File: src/rtl/memory_interface_if.sv
// Bus bundle for memory_interface: processor-side request/ack handshake
// plus the memory-side address/data/select/strobe bus.
interface memory_interface_if;
  // Processor side
  logic        req;
  logic        wr;
  logic [23:0] addr;
  logic [7:0]  wdata;
  logic        ack;
  logic [7:0]  rdata;
  logic        bus_err;
  // Memory side
  logic [15:0] mem_a;
  logic [7:0]  mem_d_out;
  logic        mem_d_oe;
  logic [7:0]  mem_d_in;
  logic        eprom_s_;
  logic        ram_s_;
  logic        mr_;
  logic        mw_;

  // The controller itself
  modport slave (
    input  req, wr, addr, wdata, mem_d_in,
    output ack, rdata, bus_err, mem_a, mem_d_out, mem_d_oe,
           eprom_s_, ram_s_, mr_, mw_
  );

  // Whoever surrounds the controller: the processor and the memory devices
  modport master (
    output req, wr, addr, wdata, mem_d_in,
    input  ack, rdata, bus_err, mem_a, mem_d_out, mem_d_oe,
           eprom_s_, ram_s_, mr_, mw_
  );
endinterface

File: src/rtl/memory_interface.sv
// Processor-to-memory bridge: decodes a 24-bit address into a 64K RAM window
// (000000-00FFFF) and a 64K EPROM window (FF0000-FFFFFF), sequences
// select/strobe timing with per-region wait states, and completes each
// access with a 4-phase req/ack handshake. Unmapped accesses and EPROM
// writes terminate immediately with bus_err and rdata=FF.
module memory_interface #(
  parameter int EPROM_WAIT = 2,
  parameter int RAM_WAIT   = 1
) (
  input logic           clock,
  input logic           reset_,
  memory_interface_if.slave bus
);

  localparam logic [2:0] S_IDLE   = 3'd0;
  localparam logic [2:0] S_SETUP  = 3'd1;
  localparam logic [2:0] S_ACCESS = 3'd2;
  localparam logic [2:0] S_HOLD   = 3'd3;
  localparam logic [2:0] S_ACK    = 3'd4;

  localparam logic [3:0] EPROM_WAIT_C = 4'(EPROM_WAIT);
  localparam logic [3:0] RAM_WAIT_C   = 4'(RAM_WAIT);

  logic [2:0]  state_q, state_d;
  logic [15:0] addr_q, addr_d;
  logic        wr_q, wr_d;
  logic [7:0]  wdata_q, wdata_d;
  logic        eprom_q, eprom_d;   // latched region: 1 = EPROM, 0 = RAM
  logic [3:0]  cnt_q, cnt_d;
  logic [7:0]  rdata_q, rdata_d;
  logic        err_q, err_d;

  logic hit_ram, hit_eprom, in_cycle;

  assign hit_ram   = (bus.addr[23:16] == 8'h00);
  assign hit_eprom = (bus.addr[23:16] == 8'hFF);

  // Next-state logic: sequence IDLE -> SETUP -> ACCESS (WAIT+1) -> HOLD -> ACK
  always_comb begin
    state_d = state_q;
    addr_d  = addr_q;
    wr_d    = wr_q;
    wdata_d = wdata_q;
    eprom_d = eprom_q;
    cnt_d   = cnt_q;
    rdata_d = rdata_q;
    err_d   = err_q;
    case (state_q)
      S_IDLE: begin
        if (bus.req) begin
          if (!(hit_ram || hit_eprom) || (hit_eprom && bus.wr)) begin
            // Failed access: no memory cycle, complete straight away.
            state_d = S_ACK;
            err_d   = 1'b1;
            rdata_d = 8'hFF;
          end else begin
            state_d = S_SETUP;
            addr_d  = bus.addr[15:0];
            wr_d    = bus.wr;
            wdata_d = bus.wdata;
            eprom_d = hit_eprom;
          end
        end
      end
      S_SETUP: begin
        state_d = S_ACCESS;
        cnt_d   = eprom_q ? EPROM_WAIT_C : RAM_WAIT_C;
      end
      S_ACCESS: begin
        if (cnt_q == 4'd0) begin
          state_d = S_HOLD;
          if (!wr_q) begin
            rdata_d = bus.mem_d_in;
          end
        end else begin
          cnt_d = cnt_q - 4'd1;
        end
      end
      S_HOLD: begin
        state_d = S_ACK;
      end
      S_ACK: begin
        if (!bus.req) begin
          state_d = S_IDLE;
          err_d   = 1'b0;
        end
      end
      default: begin
        state_d = S_IDLE;
        err_d   = 1'b0;
      end
    endcase
  end

  // State and datapath registers, asynchronously cleared by reset_
  always_ff @(posedge clock or negedge reset_) begin
    if (!reset_) begin
      state_q <= S_IDLE;
      addr_q  <= 16'h0000;
      wr_q    <= 1'b0;
      wdata_q <= 8'h00;
      eprom_q <= 1'b0;
      cnt_q   <= 4'd0;
      rdata_q <= 8'h00;
      err_q   <= 1'b0;
    end else begin
      state_q <= state_d;
      addr_q  <= addr_d;
      wr_q    <= wr_d;
      wdata_q <= wdata_d;
      eprom_q <= eprom_d;
      cnt_q   <= cnt_d;
      rdata_q <= rdata_d;
      err_q   <= err_d;
    end
  end

  // Outputs decode from state so reset deasserts every select and strobe
  // at once; exactly one select can be active because eprom_q picks it.
  assign in_cycle      = (state_q == S_SETUP) || (state_q == S_ACCESS) || (state_q == S_HOLD);
  assign bus.eprom_s_  = ~(in_cycle && eprom_q);
  assign bus.ram_s_    = ~(in_cycle && !eprom_q);
  assign bus.mr_       = ~((state_q == S_ACCESS) && !wr_q);
  assign bus.mw_       = ~((state_q == S_ACCESS) && wr_q);
  assign bus.mem_d_oe  = in_cycle && wr_q;
  assign bus.mem_d_out = wdata_q;
  assign bus.mem_a     = addr_q;
  assign bus.ack       = (state_q == S_ACK);
  assign bus.rdata     = rdata_q;
  assign bus.bus_err   = err_q;

endmodule

File: src/flat_wrapper.sv
// flat-port wrapper written by rule: the top's interface ports become plain ports
module memory_interface_flat 
#(
  parameter int EPROM_WAIT = 2,
  parameter int RAM_WAIT   = 1
)
  (clock, reset_, bus_req, bus_wr, bus_addr, bus_wdata, bus_mem_d_in, bus_ack, bus_rdata, bus_bus_err, bus_mem_a, bus_mem_d_out, bus_mem_d_oe, bus_eprom_s_, bus_ram_s_, bus_mr_, bus_mw_);
  memory_interface_if bus_i ();
  input logic clock;
  input logic reset_;
  input wire logic [$bits(bus_i.req)-1:0] bus_req;
  input wire logic [$bits(bus_i.wr)-1:0] bus_wr;
  input wire logic [$bits(bus_i.addr)-1:0] bus_addr;
  input wire logic [$bits(bus_i.wdata)-1:0] bus_wdata;
  input wire logic [$bits(bus_i.mem_d_in)-1:0] bus_mem_d_in;
  output wire logic [$bits(bus_i.ack)-1:0] bus_ack;
  output wire logic [$bits(bus_i.rdata)-1:0] bus_rdata;
  output wire logic [$bits(bus_i.bus_err)-1:0] bus_bus_err;
  output wire logic [$bits(bus_i.mem_a)-1:0] bus_mem_a;
  output wire logic [$bits(bus_i.mem_d_out)-1:0] bus_mem_d_out;
  output wire logic [$bits(bus_i.mem_d_oe)-1:0] bus_mem_d_oe;
  output wire logic [$bits(bus_i.eprom_s_)-1:0] bus_eprom_s_;
  output wire logic [$bits(bus_i.ram_s_)-1:0] bus_ram_s_;
  output wire logic [$bits(bus_i.mr_)-1:0] bus_mr_;
  output wire logic [$bits(bus_i.mw_)-1:0] bus_mw_;
  assign bus_i.req = bus_req;
  assign bus_i.wr = bus_wr;
  assign bus_i.addr = bus_addr;
  assign bus_i.wdata = bus_wdata;
  assign bus_i.mem_d_in = bus_mem_d_in;
  assign bus_ack = bus_i.ack;
  assign bus_rdata = bus_i.rdata;
  assign bus_bus_err = bus_i.bus_err;
  assign bus_mem_a = bus_i.mem_a;
  assign bus_mem_d_out = bus_i.mem_d_out;
  assign bus_mem_d_oe = bus_i.mem_d_oe;
  assign bus_eprom_s_ = bus_i.eprom_s_;
  assign bus_ram_s_ = bus_i.ram_s_;
  assign bus_mr_ = bus_i.mr_;
  assign bus_mw_ = bus_i.mw_;
  memory_interface #(.EPROM_WAIT(EPROM_WAIT), .RAM_WAIT(RAM_WAIT)) u_core (.clock(clock), .reset_(reset_), .bus(bus_i));
endmodule
File: config.mk
export PLATFORM = sky130hd
export DESIGN_NAME = memory_interface_flat
export DESIGN_NICKNAME = d
export VERILOG_FILES = /design/src/rtl/memory_interface_if.sv /design/src/rtl/memory_interface.sv /design/src/flat_wrapper.sv
export SDC_FILE = /design/constraint.sdc
export NUM_CORES = 1
export LEC_CHECK = 0
export BUFFER_PORTS_ARGS = -buffer_cell sky130_fd_sc_hd__buf_2
export CORE_MARGIN = 10
export CORE_UTILIZATION = 30
export DETAILED_ROUTE_END_ITERATION = 10
export PLACE_DENSITY = 0.58
export SYNTH_ARGS = -nofsm -noshare
export SYNTH_HDL_FRONTEND = slang
export SYNTH_SLANG_ARGS = --single-unit
File: constraint.sdc
create_clock -name clock -period 2.3 [get_ports clock]
set_input_delay 0.46 -clock clock [delete_from_list [all_inputs] [get_ports clock]]
set_output_delay 0.46 -clock clock [all_outputs]
set_load 0.01 [all_outputs]
==> summary.md <==
| Metric | Value |
|---|---|
| Worst r2r src | `u_core.state_q[1]` |
| CTS Buffer Depth | `2` |
| Avg Inst Size Synth | `12.48 µm²` |
| Reg2Reg Depth | `5` |
| Post-Syn Area | `slightly above 2000 µm²` |
| Post-DP HPWL | `3868 µm` |
| First-pass GRT wire length | `around 8200 µm` |
| Crit path arrival time | `1.65 ns` |
| Required time worst endpoint | `between 1.5 and 2 ns` |
| Period utilisation layout | `0.9181` |
| Layout area overhead | `30.45%` |
| H-Tree Depth | `2` |
| Max transition margin | `0.6288` |
| Max Slew Vio Count | `0` |
| Area leader, netlist | `dfrtp_1` |
| CTS Hold Bufs | `0` |
| Via Count | `around 1,500` |
| Post-CTS setup buffers | `0` |
| Routed Antenna Nets | `0` |
| Reg-to-Reg End | `u_core.bus.rdata[5]` |
| Main synth FF type | `dfrtp_1` |
| Clock latency at the later pin of the worst-skew pair | `slightly below 0.3 ns` |
| Switching Fraction | `0.2443` |
| Max Cap Violations | `0` |
| Clock-pin slew on the worst setup and hold paths | `roughly 0.08 ns` |
| Pwr per Cell Area | `between 500 and 600 nW/µm²` |
| CTS tree | `built` |
| Internal | `around 0.0011 W` |
| RePlAce Congestion | `around 0.74` |
| CP cell instances | `or3b_1 -> or2_1 -> buf_2` |
| Vias in the first global route | `1,666` |
| Area share of the largest cell type after synthesis | `0.5198` |
| Number of I/O port buffers | `82` |
| Die ar. | `between 10,000 and 15,000 µm²` |
| R2r setup slk | `between 0.4 and 0.5 ns` |
| Clock power share | `0.355` |
| GRT Total Usage | `0.09878` |
| Core Area | `approximately 6500 µm²` |
| Initial core utilization | `0.3131` |
| Initial drt markers | `35` |
| Layout cells sized above 1 | `0.4941` |
| Setup crit start kind | `flip-flop` |
| Clock sinks | `42` |
| Antenna violations before repair | `0` |
| Die Span X | `approximately 100 µm` |
| Nets | `around 300` |
| Largest net degree at the start of global routing | `43` |
| Finished Layout Cells | `330` |
| Yosys cell types | `slightly above 40` |
| Crit end category | `primary output` |
| Net Count, Synth | `~210` |
| Yosys warns | `0` |
| Drt total wl | `between 5000 and 6000 µm` |
| Vias per cell | `around 4.6` |
| Worst Path Max Fanout | `12` |
| Combinational share of power | `0.100` |
| RSZ-0062 raised after global routing | `false` |
| Fmax | `approximately 470 MHz` |
| Row Count | `29` |
| Async SR Flop Fraction | `1.000` |
| Slew @ Worst Pin | `0.5568 ns` |
| Post-synth EDFFs | `0` |
| Inst Count DP | `322` |
| Root buf cell | `clkbuf_8` |
| Wire per inst | `~15 µm` |
| Remaining Overflow, GRT | `0` |
| Cells after Synth | `roughly 160` |
| Area contributors post-synth | `dfrtp_1 (52%), mux2_4 (15%), mux2i_1 (4.5%)` |
| Critical path type | `flip-flop to primary output` |
| Die height | `between 100 and 150 µm` |
| Status | `finished clean` |
| Post-synthesis sequential area ratio | `0.5198` |
| Post-CTS sizing | `0` |
| Setup TNS | `0 ns` |
| # DRC | `0` |
| #FFs+latches synth | `42` |
| VDD IR-drop max | `0.2466 mV` |
| Endpoints failing setup | `0` |
| Reg power frac | `0.545` |
| Worst clock skew | `a little over 0.006 ns` |
| Leak Pwr | `1.430 nW` |
| Largest stage delay on the critical path | `~0.56 ns` |
| NetSw | `0.0003471 W` |
| IO Count | `a little over 80` |
| CTS Buf Count | `5` |
| Final Hold Viols | `0` |
| Antenna cell count | `0` |
| Slowest CP cell | `dfrtp_1` |
| HP Class | `input pin to asynchronous set/reset pin` |
| Router iterations before antenna repair | `4` |
| Min Clock Period, post-route | `2.112 ns` |
[cells in the final DEF (no fill, tap or decap), types with 2 or more instances in the layout]
cell | netlist | routed
clkbuf_8 | 0 | 6
ha_1 | 2 | 2
or4_1 | 3 | 3
or3_1 | 2 | 2
mux2_1 | 6 | 6
buf_4 | 0 | 7
a21oi_1 | 3 | 3
nor4_1 | 2 | 2
buf_2 | 1 | 82
mux2i_1 | 9 | 9
nor3_1 | 3 | 3
o21ai_0 | 4 | 4
mux2_4 | 20 | 20
nand2b_1 | 3 | 3
inv_2 | 2 | 2
nor2_1 | 14 | 14
nand4_1 | 2 | 2
inv_1 | 12 | 12
dfrtp_1 | 42 | 42
nand2_1 | 4 | 4
o21ai_1 | 2 | 2
and2_1 | 2 | 2
[layer usage]
metal | global-route usage | part of all wire
met5 | 0 | 0
met4 | 0.03254 | 0.0060
met3 | 0.05196 | 0.10
met2 | 0.1447 | 0.44
met1 | 0.1221 | 0.45
[cell families (layout without fill, tap and decap cells)]
kind of cell / Yosys count / count (layout) / share of synthesized area
and+or+nand+nor: 44 / 44 / 0.1262
DFF: 42 / 42 / 0.5198
muxes: 36 / 36 / 0.2321
buffers and inverters: 20 / 111 / 0.04517
AOI/OAI and AO/OA: 18 / 18 / 0.06436
adders and majority gates: 2 / 2 / 0.01237
[cells in the mapped netlist, drive strengths merged, types with 2 or more instances]
cell and instances:
a21oi 3, and2 2, buf 3, clkbuf 3, dfrtp 42, ha 2, inv 14, mux2 27
mux2i 9, nand2 4, nand2b 3, nand4 2, nor2 15, nor3 4, nor4 2, o211ai 2
o21ai 6, or2 2, or3 2, or4 4
[per-stage QoR]
stage                     worst slack, ns  total power (W)  utilization  hold WS [ns]  instance area, µm²
after global routing               0.1026         0.001487       0.4084        0.2826                2638
after floorplan                    0.3701        0.0008469            -        0.1644                2022
after detailed placement           0.1679        0.0009337       0.3936        0.4775                2542
after CTS                          0.1813         0.001451       0.4084        0.2516                2638
final                              0.1883         0.001421       0.4084        0.2373                2638
after global placement             0.1988        0.0009311       0.3936        0.4706                2542
[worst max path at each step]
stage,from,slack [ns],to,depth (start not counted)
after floorplan,bus_addr[16],0.37,u_core.bus.mem_a[0],5
after global placement,bus_addr[16],0.20,u_core.bus.mem_d_out[0],6
after detailed placement,bus_addr[16],0.17,u_core.bus.mem_d_out[0],6
after CTS,u_core.state_q[1],0.18,bus_mr_,3
after global routing,u_core.state_q[1],0.10,bus_mr_,3
final,u_core.state_q[1],0.19,bus_mr_,3
[worst max-delay path, delay by kind of cell, from the launching register on]
kind,cells,cell delay [ns]
DFF,1,0.56
buffers and inverters,1,0.15
and+or+nand+nor,2,0.66
[flip-flops by register name (all words and copies together) (netlist names)]
register / count
u_core.bus.rdata: 8
u_core.eprom_q: 1
u_core.wr_q: 1
u_core.bus.mem_d_out: 8
u_core.state_q: 3
u_core.bus.bus_err: 1
u_core.bus.mem_a: 16
u_core.cnt_q: 4
[area by class of cell]
class	count	area, µm²
clock buffers	6	82.58
clock inverters	2	12.51
fillers	642	3821
inverters	14	52.55
multi-input cells	100	879.6
flip-flops and latches	42	1051
well taps	77	96.34
repair buffers	89	462.9
[power by group through the flow]
stage          registers, W  logic (W)  clock network [W]
2_1_floorplan      0.000793  0.0000542                  0
3_3_place_gp       0.000788   0.000143                  0
3_5_place_dp       0.000788   0.000146                  0
4_1_cts            0.000774   0.000146           0.000531
5_1_grt            0.000778   0.000159           0.000551
6_report           0.000774   0.000142           0.000505
No activity file was read; power rests on OpenSTA's default activity.
